==> src/rtl/rv32_pkg.sv <==
// Shared types for the rv32cpu memory arbiter: arbiter state encoding, access sizes and
// requester ids.
package rv32_pkg;

  typedef enum logic [1:0] {
    StIdle  = 2'd0,
    StAccIf = 2'd1,
    StAccD  = 2'd2
  } arb_state_e;

  localparam logic [1:0] SZ_BYTE = 2'b00;
  localparam logic [1:0] SZ_HALF = 2'b01;
  localparam logic [1:0] SZ_WORD = 2'b10;

  localparam logic RQ_IF = 1'b0;
  localparam logic RQ_D  = 1'b1;

endpackage

==> src/rtl/rv32_wait_timer.sv <==
// Memory wait-state counter: counts enabled cycles and flags the cycle in which the
// MAX_WAIT-th consecutive wait would be reached.
module rv32_wait_timer #(
  parameter int unsigned MAX_WAIT = 15
) (
  input  logic clk,
  input  logic rst,
  input  logic clr,
  input  logic en,
  output logic expired
);

  logic [7:0] cnt_q, cnt_d;

  assign expired = en && (cnt_q == 8'(MAX_WAIT - 1));

  always_comb begin
    cnt_d = cnt_q;
    if (clr || expired) begin
      cnt_d = '0;
    end else if (en) begin
      cnt_d = cnt_q + 8'd1;
    end
  end

  always_ff @(posedge clk or posedge rst) begin
    if (rst) begin
      cnt_q <= '0;
    end else begin
      cnt_q <= cnt_d;
    end
  end

endmodule

==> src/rtl/rv32_mem_arbiter.sv <==
// Arbitrates the single rv32cpu memory port between instruction fetch and data access.
// Define RV32_ARB_STARVE_GUARD_EN to force an IF grant after STARVE_LIMIT D grants.
module rv32_mem_arbiter
  import rv32_pkg::*;
#(
  parameter int unsigned MAX_WAIT = 15
`ifdef RV32_ARB_STARVE_GUARD_EN
  ,
  parameter int unsigned STARVE_LIMIT = 4
`endif
) (
  input  logic        clk,
  input  logic        rst,
  input  logic        if_req,
  input  logic [31:0] if_addr,
  output logic        if_gnt,
  output logic        if_done,
  output logic [31:0] if_rdata,
  input  logic        d_req,
  input  logic        d_wr,
  input  logic [1:0]  d_size,
  input  logic [31:0] d_addr,
  input  logic [31:0] d_wdata,
  output logic        d_gnt,
  output logic        d_done,
  output logic [31:0] d_rdata,
  output logic        d_err,
  output logic        m_valid,
  output logic [31:0] m_addr,
  output logic [31:0] m_do,
  output logic [1:0]  m_size,
  output logic        m_wr,
  input  logic [31:0] m_di,
  input  logic        m_ready
);

  arb_state_e  state_q, state_d;
  logic        m_valid_q, m_valid_d;
  logic [31:0] m_addr_q, m_addr_d;
  logic [31:0] m_do_q, m_do_d;
  logic [1:0]  m_size_q, m_size_d;
  logic        m_wr_q, m_wr_d;
  logic        if_done_q, if_done_d;
  logic [31:0] if_rdata_q, if_rdata_d;
  logic        d_done_q, d_done_d;
  logic [31:0] d_rdata_q, d_rdata_d;
  logic        d_err_q, d_err_d;

  logic acc, slot, expired, force_if, rq_cur;

  assign acc    = (state_q != StIdle);
  // A completing access frees the port in the same cycle, giving back-to-back accepts.
  assign slot   = !acc || m_ready;
  assign if_gnt = slot && if_req && (force_if || !d_req);
  assign d_gnt  = slot && d_req && !if_gnt;
  assign rq_cur = (state_q == StAccD) ? RQ_D : RQ_IF;

  rv32_wait_timer #(
    .MAX_WAIT(MAX_WAIT)
  ) u_wait_timer (
    .clk     (clk),
    .rst     (rst),
    .clr     (slot),
    .en      (acc && !m_ready),
    .expired (expired)
  );

`ifdef RV32_ARB_STARVE_GUARD_EN
  logic [7:0] starve_q, starve_d;

  always_comb begin
    starve_d = starve_q;
    if (if_gnt) begin
      starve_d = '0;
    end else if (d_gnt && if_req && (starve_q != 8'(STARVE_LIMIT))) begin
      starve_d = starve_q + 8'd1;
    end
  end

  always_ff @(posedge clk or posedge rst) begin
    if (rst) begin
      starve_q <= '0;
    end else begin
      starve_q <= starve_d;
    end
  end

  assign force_if = (starve_q == 8'(STARVE_LIMIT));
`else
  assign force_if = 1'b0;
`endif

  always_comb begin
    state_d    = state_q;
    m_valid_d  = m_valid_q;
    m_addr_d   = m_addr_q;
    m_do_d     = m_do_q;
    m_size_d   = m_size_q;
    m_wr_d     = m_wr_q;
    if_done_d  = 1'b0;
    if_rdata_d = if_rdata_q;
    d_done_d   = 1'b0;
    d_rdata_d  = d_rdata_q;
    d_err_d    = 1'b0;

    if (acc && (m_ready || expired)) begin
      if (rq_cur == RQ_D) begin
        d_done_d  = 1'b1;
        d_rdata_d = (m_ready && !m_wr_q) ? m_di : 32'h0;
      end else begin
        if_done_d  = 1'b1;
        if_rdata_d = m_ready ? m_di : 32'h0;
      end
      d_err_d   = !m_ready;
      state_d   = StIdle;
      m_valid_d = 1'b0;
      m_wr_d    = 1'b0;
    end

    if (if_gnt) begin
      state_d   = StAccIf;
      m_valid_d = 1'b1;
      m_addr_d  = if_addr;
      m_do_d    = 32'h0;
      m_size_d  = SZ_WORD;
      m_wr_d    = 1'b0;
    end else if (d_gnt) begin
      state_d   = StAccD;
      m_valid_d = 1'b1;
      m_addr_d  = d_addr;
      m_do_d    = d_wdata;
      m_size_d  = d_size;
      m_wr_d    = d_wr;
    end
  end

  always_ff @(posedge clk or posedge rst) begin
    if (rst) begin
      state_q    <= StIdle;
      m_valid_q  <= 1'b0;
      m_addr_q   <= '0;
      m_do_q     <= '0;
      m_size_q   <= '0;
      m_wr_q     <= 1'b0;
      if_done_q  <= 1'b0;
      if_rdata_q <= '0;
      d_done_q   <= 1'b0;
      d_rdata_q  <= '0;
      d_err_q    <= 1'b0;
    end else begin
      state_q    <= state_d;
      m_valid_q  <= m_valid_d;
      m_addr_q   <= m_addr_d;
      m_do_q     <= m_do_d;
      m_size_q   <= m_size_d;
      m_wr_q     <= m_wr_d;
      if_done_q  <= if_done_d;
      if_rdata_q <= if_rdata_d;
      d_done_q   <= d_done_d;
      d_rdata_q  <= d_rdata_d;
      d_err_q    <= d_err_d;
    end
  end

  assign m_valid  = m_valid_q;
  assign m_addr   = m_addr_q;
  assign m_do     = m_do_q;
  assign m_size   = m_size_q;
  assign m_wr     = m_wr_q;
  assign if_done  = if_done_q;
  assign if_rdata = if_rdata_q;
  assign d_done   = d_done_q;
  assign d_rdata  = d_rdata_q;
  assign d_err    = d_err_q;

endmodule

==> config.mk <==
export PLATFORM = sky130hd
export DESIGN_NAME = rv32_mem_arbiter
export DESIGN_NICKNAME = d
export VERILOG_FILES = /design/src/rtl/rv32_pkg.sv /design/src/rtl/rv32_wait_timer.sv /design/src/rtl/rv32_mem_arbiter.sv
export SDC_FILE = /design/constraint.sdc
export NUM_CORES = 1
export LEC_CHECK = 0
export CAP_MARGIN = 20
export CORE_MARGIN = 2
export CORE_UTILIZATION = 45
export DETAILED_ROUTE_END_ITERATION = 16
export PLACE_DENSITY = 0.95
export SYNTH_ARGS = -nofsm -noshare
export SYNTH_HDL_FRONTEND = slang
export SYNTH_SLANG_ARGS = --single-unit
==> constraint.sdc <==
create_clock -name clk -period 9.1 [get_ports clk]
set_clock_uncertainty 0.1 [all_clocks]
set_input_delay 2.73 -clock clk [delete_from_list [all_inputs] [get_ports clk]]
set_output_delay 2.73 -clock clk [all_outputs]
set_load 0.005 [all_outputs]
# == Word-level counts from Yosys, hierarchy flattened ==
# Cells that the tools add are included.
# op_classes
addsub,1
n_reduce_logical,22
n_eq_ne,2
mux,24
bitwise_logic,1
# ops
op,count
$mux W32,6
$mux W8,2
$mux W1,11
$mux W2,5
$add A8 B1 Y8 const B,1
$eq A8 B4 Y1 const B,1
$logic_and A1 B1 Y1,8
$reduce_bool A2 Y1,3
$logic_not A1 Y1,5
$reduce_and A2 Y1,2
$logic_or A1 B1 Y1,3
$reduce_bool A3 Y1,1
$eq A2 B2 Y1 const B,1
$not A1 Y1,1
# totals
out_inout_bits,137
wordCells,62
inputBits,136
reg_bits,145

# == Longest topological paths before layout ==
# Gate-level depths: netlist of run 1.
# logic_depth
word_depth,9
ltp_mapped,6
mapped_depth_nobuf,5

# == Hierarchy ==
# From an unflattened synthesis of run 1, not the netlist that was laid out.
# hier_totals
hier_cells,542
area_unflattened_um2,6017.0
# modules_own_cells
module,n_inst,seq_area_each_um2,cells_each,area_per_inst_um2
rv32_mem_arbiter,1,3428.3,494,5567.8
rv32_wait_timer,1,200.2,48,449.2

# == Least setup slack after synthesis of run 1 ==
# No wires, ideal clock.
# synth_timing
path_kind,input -> output
startpoint,input d_req
endpoint,output if_gnt
t_arrival_ns,3.581
cell_stages,4
required_time_ns,6.270
setup_slack_ns,2.689
cell_sequence,clkbuf_1 nor3b_4 buf_4 buf_6
# synth_between
elab_chain_len,2
# synth_lines
element,line_no,text
start: declaration,rv32_mem_arbiter.sv:19,"input logic d_req,"
$logic_not A1 Y1,rv32_mem_arbiter.sv:54,assign if_gnt = slot && if_req && (force_if || !d_req);
$logic_and A1 B1 Y1,rv32_mem_arbiter.sv:54,
end: declaration,rv32_mem_arbiter.sv:16,"output logic if_gnt,"
# No other way between the ends.

# == Worst setup path in the final report of run 1 ==
# layout_timing
startpoint,input m_ready
endpoint,output if_gnt
# layout_between
elab_chain_len,3
# layout_lines
element,line_no,text
start: declaration,rv32_mem_arbiter.sv:34,input logic m_ready
$logic_or A1 B1 Y1,rv32_mem_arbiter.sv:53,assign slot = !acc || m_ready;
$logic_and A1 B1 Y1 (2 in series),rv32_mem_arbiter.sv:54,
# No other way between the ends.

==> out/results.ini, run 1 <==
[drt]
drtPass1Iterations = 5
routed_wl_um = 20100
vias = 5655
drtAntennaViolNets = 0
drt_iter0_markers = 578
wl_per_cell_um = 20.0
drcViolationCount = 0
via_per_inst = 5.63

[synth]
synth_edf_count = 0
synth-xor-area-share_pct = 0.426
synth_cells = 562
synth_fa_ha_area_share_pct = 0.406
syn_area_per_cell_um2 = 11.0
synth_cell_types = 40
synthMuxAreaShare_pct = 0
netlist_area_mm2 = 0.00616
ys_seq_area_share_pct = 58.9
ys_ff_latch = 145
syn_nets = 700
synth_compound_area_share_pct = 25.2
synth_top_family_by_area = compound AO/OA/AOI/OAI gates
synth_warnings = 0
yosys.area_share.simple_pct = 7.11
synthFlopType = dfrtp_1
async_flop_share_pct = 100

[finish]
drive_above_1_share_pct = 5.91
num_antenna_cells = 0
fillCellCount = 879
area_growth_pct = 56.3
final_nets = 954
instances_no_fill = 1005

[floorplan]
die_w_um = 121
die_area_mm2 = 0.0146
start_util_pct = 46.3
core_area_mm2 = 0.0133
die_y_um = 121
rows = 42
io_pins = 273

[min_path]
min_path_cells = 1
hold_end = m_do[27]$_DFFE_PP0P_
hold_start = m_do[27]$_DFFE_PP0P_
hold_path.class = reg2reg

[sta]
grt_setup_unrepaired = no
setup_violations = 0
fin_crit_sh_pct = 79.2
max_freq_ghz = 0.139
drv_slew = 0
min_period_ns = 7.21
finalHoldViolCount = 0
worst_pin_slew_ns = 1.08
relSlewSlack_pct = 27.8
setup_tns_ns = 0

[critical_path]
cp.arrival_ns = 4.38
r2r-end = m_addr[11]$_DFFE_PP0P_
endpoint_kind = primary output
critPathMaxFanout = 14
r2r_setup_slack_ns = 6.40
reg2reg_from = state_q[0]$_DFFE_PP0P_
setup.worst_path.start_class = input port
reg2reg_depth = 4
required_ns = 6.27
worstSetupPathType = in2out

[global_routing]
grt_usage_pct = 27.3
grt_overflow = 0
grt_max_degree = 74
first_global_vias = 5711
antenna_found_initial = 0
grt_pass1_wl_um = 30900

[clock_network]
post_cts_resized = 0
htreeDepth = 4
holdBufCountCts = 0
cts.path.max_buffers = 2
clock-root-buffer = clkbuf_16
path_clk_slew_ns = 0.06
clkSinkCount = 145
insertion_delay_ns = 0.42
cts_tree = done
postCtsSetupRepairBufs = 0
cts_inserted_buffers = 17

[power_and_ir_drop]
ir_drop_uv = 147
cellLeakagePower_nw = 4.33
power_density_mw_per_mm2 = 233

[flow_run]
drv_cap = 0

[place]
place_congestion = 0.818
port_buffers = 272
dp.cells = 973
dp_hpwl_um = 13500

[run_status]
outcome = finished clean

==> power breakdown <==
group	total (mW)	switching, mW	leakage (nW)	internal, mW
clock network	0.749	0.262	0.305	0.487
logic	0.615	0.235	2.31	0.380
registers	0.884	0.107	1.72	0.777
==> cell type report <==
| class | count | area [um^2] | share of cell area, % |
|---|---|---|---|
| Tap cell | 176 | 220 | 2.29 |
| Clock inverter | 9 | 153 | 1.59 |
| Sequential cell | 145 | 3630 | 37.7 |
| Timing Repair Buffer | 282 | 2820 | 29.3 |
| Clock buffer | 23 | 488 | 5.07 |
| Multi-Input combinational cell | 301 | 2060 | 21.4 |
| Inverter | 69 | 264 | 2.74 |
==> metrics by stage <==
step                worst slack [ns]  power, mW  hold slack, ns  utilization (%)  area [um^2]
detailed placement              1.92       1.50           0.386             67.6         8990
finish                          1.89       2.25           0.400             72.4         9630
floorplan                       2.38       1.09           0.374                -         6160
global route                    1.84       2.35           0.417             72.4         9630
CTS                             1.90       2.26           0.401             72.4         9630
global placement                1.96       1.46           0.382             67.4         8960
==> cells in the final DEF (no fill, tap or decap), drive strengths merged <==
cell type / count
a21oi: 18
a221o: 32
a22o: 22
a22oi: 64
a31oi: 1
and2: 3
and2b: 1
and3: 32
buf: 10
bufinv: 4
clkbuf: 23
clkdlybuf4s50: 272
clkinv: 2
clkinvlp: 3
dfrtp: 145
ha: 2
inv: 69
nand2: 4
nand2b: 1
nand3: 16
nand3b: 1
nor2: 7
nor3: 1
nor3b: 1
nor4bb: 1
o211ai: 1
o21ai: 79
o21ba: 1
o21bai: 4
o31ai: 1
or2: 1
or3: 2
or4: 1
or4b: 1
xnor2: 1
xor2: 2
==> flip-flops by register name (all words and copies together) (netlist names) <==
signal,count
m_wr,1
state_q,2
m_valid,1
d_err,1
m_addr,32
if_done,1
d_done,1
m_size,2
if_rdata,32
u_wait_timer.cnt_q,8
m_do,32
d_rdata,32
==> Yosys cell counts, types with 3 or more instances <==
master / instances / area [um^2]
and3_1: 32 / 200
a221o_1: 32 / 320
nand2_1: 3 / 11.3
inv_1: 69 / 259
clkbuf_1: 23 / 86.3
buf_4: 4 / 30.0
a22oi_1: 64 / 480
dfrtp_1: 145 / 3630
a21oi_1: 18 / 90.1
clkbuf_2: 4 / 20.0
o21ai_0: 73 / 365
nor2_1: 7 / 26.3
o21ai_1: 6 / 30.0
a22o_1: 22 / 193
buf_2: 14 / 70.1
nand3_1: 16 / 80.1
==> worst max-delay path by stage <==
stage / startpoint / end / slack (ns) / cells past startpoint
after floorplan: rst / d_done$_DFF_PP0_ / 2.38 / 1
after global placement: m_ready / if_gnt / 1.96 / 4
after detailed placement: m_ready / if_gnt / 1.92 / 4
after CTS: m_ready / if_gnt / 1.90 / 4
after global routing: m_ready / if_gnt / 1.84 / 4
final: m_ready / if_gnt / 1.89 / 4
==> critical path, cell delays in order <==
cell,delay [ns]
clkdlybuf4s50_1,0.56
o21ba_2,0.28
nor3b_4,0.24
clkdlybuf4s50_1,0.55
==> per-layer routing <==
metal | vias to the layer above | part of all wire (%) | track usage [%]
met4 | 0 | 2.9 | 11.4
met2 | 250 | 52 | 46.3
met3 | 45 | 6.0 | 5.97
li1 | 2552 | - | -
met1 | 2808 | 39 | 33.7
met5 | - | 0 | 0
==> cell families after synthesis <==
logic type,count (synthesis)
buf+inv,116
simple gates,73
compound gates,223
flops,145
xor+xnor,3
fa+ha+maj,2
Note: power is estimated with default switching activity, not from simulation.
==> run 2, diff against run 1 <==
Settings changed: CORE_UTILIZATION 45 to 38, PLACE_DENSITY 0.95 to 0.87.
Clock period 9.1 ns to 6.44 ns, I/O delays scaled along.
==> run 2 against run 1 <==
  * Total power rose by 35%
  * Non-clock buffer count rose by 1
  * Clock power rose by 27%
  * Register-to-register slack got worse by 2.6 ns
  * Setup slack got worse by 1.1 ns
  * Global-route usage fell by 5.0 points
  * Largest power group unchanged
  * Wire length fell by 4.5%
  * Final area fell by 0.51%
  * Core utilization fell by 12 points
  * Via count fell by 2.0%
  * Die area rose by 18%
  * Combinational power rose by 39%
==> out/results.ini, run 2 (synthesis results as in run 1) <==
[finish]
num_antenna_cells = 0  ; unchanged
drive_above_1_share_pct = 5.43  ; was 5.91%
area_growth_pct = 55.5  ; was 56.3%
final_area_mm2 = 0.00958  ; was 0.00963 mm^2
final_common_cell = clkdlybuf4s50_1  ; unchanged
utilization_pct = 60.3  ; was 72.4%
final_nets = 955  ; was 954
final_cell_mix = clkdlybuf4s50_1 (272), dfrtp_1 (145), o21ai_0 (73)  ; unchanged

[global_routing]
grt_overflow = 0  ; unchanged
grt_usage_pct = 22.2  ; was 27.3%
antenna_found_initial = 0  ; unchanged
grt_pass1_wl_um = 30500  ; was 30900 um
grt_max_degree = 66  ; was 74
first_global_vias = 5577  ; was 5711

[drt]
via_per_inst = 5.31  ; was 5.63
drtPass1Iterations = 5  ; unchanged
wl_per_cell_um = 18.4  ; was 20.0 um
vias = 5540  ; was 5655
drt_iter0_markers = 408  ; was 578
routed_wl_um = 19200  ; was 20100 um
drcViolationCount = 0  ; unchanged
drtAntennaViolNets = 0  ; unchanged

[critical_path]
max_stage_delay_ns = 0.57  ; was 0.56 ns
endpoint_kind = primary output  ; unchanged
crit_slowest_cell = clkdlybuf4s50_1  ; unchanged
reg2reg_from = state_q[0]$_DFFE_PP0P_  ; unchanged
crit_chain = clkdlybuf4s50_1 > o21ba_2 > nor3b_4 > clkdlybuf4s50_1  ; unchanged
r2r_setup_slack_ns = 3.85  ; was 6.40 ns
crit_start = m_ready  ; unchanged
setup.worst_path.start_class = input port  ; unchanged
reg2reg_depth = 4  ; unchanged
cp_common_cell = clkdlybuf4s50_1  ; unchanged
required_ns = 4.41  ; was 6.27 ns
cp.arrival_ns = 3.58  ; was 4.38 ns
r2r-end = m_addr[21]$_DFFE_PP0P_  ; was m_addr[11]$_DFFE_PP0P_
critPathMaxFanout = 14  ; unchanged
crit_end = if_gnt  ; unchanged
worstSetupPathType = in2out  ; unchanged

[clock_network]
postCtsSetupRepairBufs = 0  ; unchanged
cts_inserted_buffers = 17  ; unchanged
clkSinkCount = 145  ; unchanged
clock-root-buffer = clkbuf_16  ; unchanged
insertion_delay_ns = 0.42  ; about the same
path_clk_slew_ns = 0.05  ; was 0.06 ns
holdBufCountCts = 0  ; unchanged
cts.path.max_buffers = 2  ; unchanged
htreeDepth = 4  ; unchanged
post_cts_resized = 0  ; unchanged
cts_tree = done  ; unchanged

[power_and_ir_drop]
power_frac_seq_pct = 40.7  ; was 39.3%
swShare_pct = 27.2  ; was 26.9%
power_density_mw_per_mm2 = 318  ; was 233 mW/mm^2
combPwrFrac_pct = 28.1  ; was 27.3%
p_switching_mw = 0.828  ; was 0.604 mW
clkPwrFrac_pct = 31.2  ; was 33.3%
power.internal_mw = 2.22  ; was 1.64 mW
cellLeakagePower_nw = 4.29  ; was 4.33 nW
ir_drop_uv = 187  ; was 147 uV

[sta]
worst_pin_slew_ns = 1.06  ; was 1.08 ns
drv_slew = 0  ; unchanged
fin_crit_sh_pct = 87.1
max_freq_ghz = 0.178
finalWorstSetupSlack_ns = 0.830  ; was 1.89 ns
min_period_ns = 5.61
grt_setup_unrepaired = no  ; unchanged
setup_tns_ns = 0  ; unchanged
setup_violations = 0  ; unchanged
relSlewSlack_pct = 28.9  ; was 27.8%
finalHoldViolCount = 0  ; unchanged

[floorplan]
die_area_mm2 = 0.0172  ; was 0.0146 mm^2
die_w_um = 131  ; was 121 um
core_area_mm2 = 0.0159  ; was 0.0133 mm^2
io_pins = 273  ; unchanged
die_y_um = 131  ; was 121 um
start_util_pct = 38.8  ; was 46.3%
rows = 46  ; was 42

[place]
place_congestion = 0.813  ; was 0.818
placed_cell_area_mm2 = 0.00903  ; was 0.00899 mm^2
dp_hpwl_um = 13100  ; was 13500 um
port_buffers = 272  ; unchanged
place_ws_ns = 0.841  ; was 1.92 ns

[min_path]
hold_path.class = reg2reg  ; unchanged

[run_status]
outcome = finished clean  ; unchanged

[flow_run]
drv_cap = 0  ; unchanged

[run 2: cell count changes in the layout (fill, tap and decap cells not counted), moves of 2 or more]
cell,before,now
clkbuf_8,4,2
clkinvlp_4,3,1
clkbuf_1,2,5
bufinv_16,4,2
buf_4,9,11
[run 2: how the worst min path moves through the flow]
stage                                                 start                                 to  slack [ns]  depth (start not counted)
after global routing                   m_do[10]$_DFFE_PP0P_               m_do[10]$_DFFE_PP0P_        0.42                          1
after detailed placement               m_do[12]$_DFFE_PP0P_               m_do[12]$_DFFE_PP0P_        0.38                          1
final                                 m_size[0]$_DFFE_PP0P_              m_size[0]$_DFFE_PP0P_        0.40                          1
after global placement                 m_do[10]$_DFFE_PP0P_               m_do[10]$_DFFE_PP0P_        0.38                          1
after CTS                               m_do[3]$_DFFE_PP0P_                m_do[3]$_DFFE_PP0P_        0.40                          1
after floorplan           u_wait_timer.cnt_q[0]$_DFFE_PP0P_  u_wait_timer.cnt_q[0]$_DFFE_PP0P_        0.37                          1
[run 2: worst max-delay path: cells and delay by family]
| kind | cells | cell delay, ns |
|---|---|---|
| buf+inv | 2 | 1.11 |
| compound gates | 1 | 0.28 |
| simple gates | 1 | 0.25 |
[run 2: power by group through the flow]
| stage | clock network [mW] | registers (mW) | logic, mW |
|---|---|---|---|
| after floorplan | 0 | 1.25 | 0.299 |
| after global placement | 0 | 1.24 | 0.833 |
| after detailed placement | 0 | 1.25 | 0.858 |
| after CTS | 0.969 | 1.24 | 0.864 |
| after global routing | 1.01 | 1.26 | 0.926 |
| final | 0.949 | 1.24 | 0.856 |
[run 2: metal layers]
layer / track usage (%) / wire length, um / up-vias
met5: 0 / 0 / -
met4: 11.7 / 772 / 0
met3: 4.75 / 1130 / 58
met2: 36.6 / 9590 / 228
met1: 27.6 / 7720 / 2704
li1: - / - / 2550
[run 2: area by class of cell]
| cell class | instances | area, um^2 |
|---|---|---|
| Inverter | 69 | 264 |
| Timing Repair Buffer | 283 | 2810 |
| Clock buffer | 24 | 472 |
| Sequential cell | 145 | 3630 |
| Tap cell | 216 | 270 |
| Clock inverter | 6 | 82.6 |
| Fill cell | 1260 | 6300 |
| Multi-Input combinational cell | 301 | 2060 |
[run 2: stage by stage]
stage / cells / total power, mW / hold slack [ns]
floorplan: 562 / 1.55 / 0.374
global placement: 1014 / 2.07 / 0.381
detailed placement: 1014 / 2.11 / 0.382
CTS: 1044 / 3.07 / 0.404
global route: 1044 / 3.20 / 0.421
finish: 1044 / 3.05 / 0.397
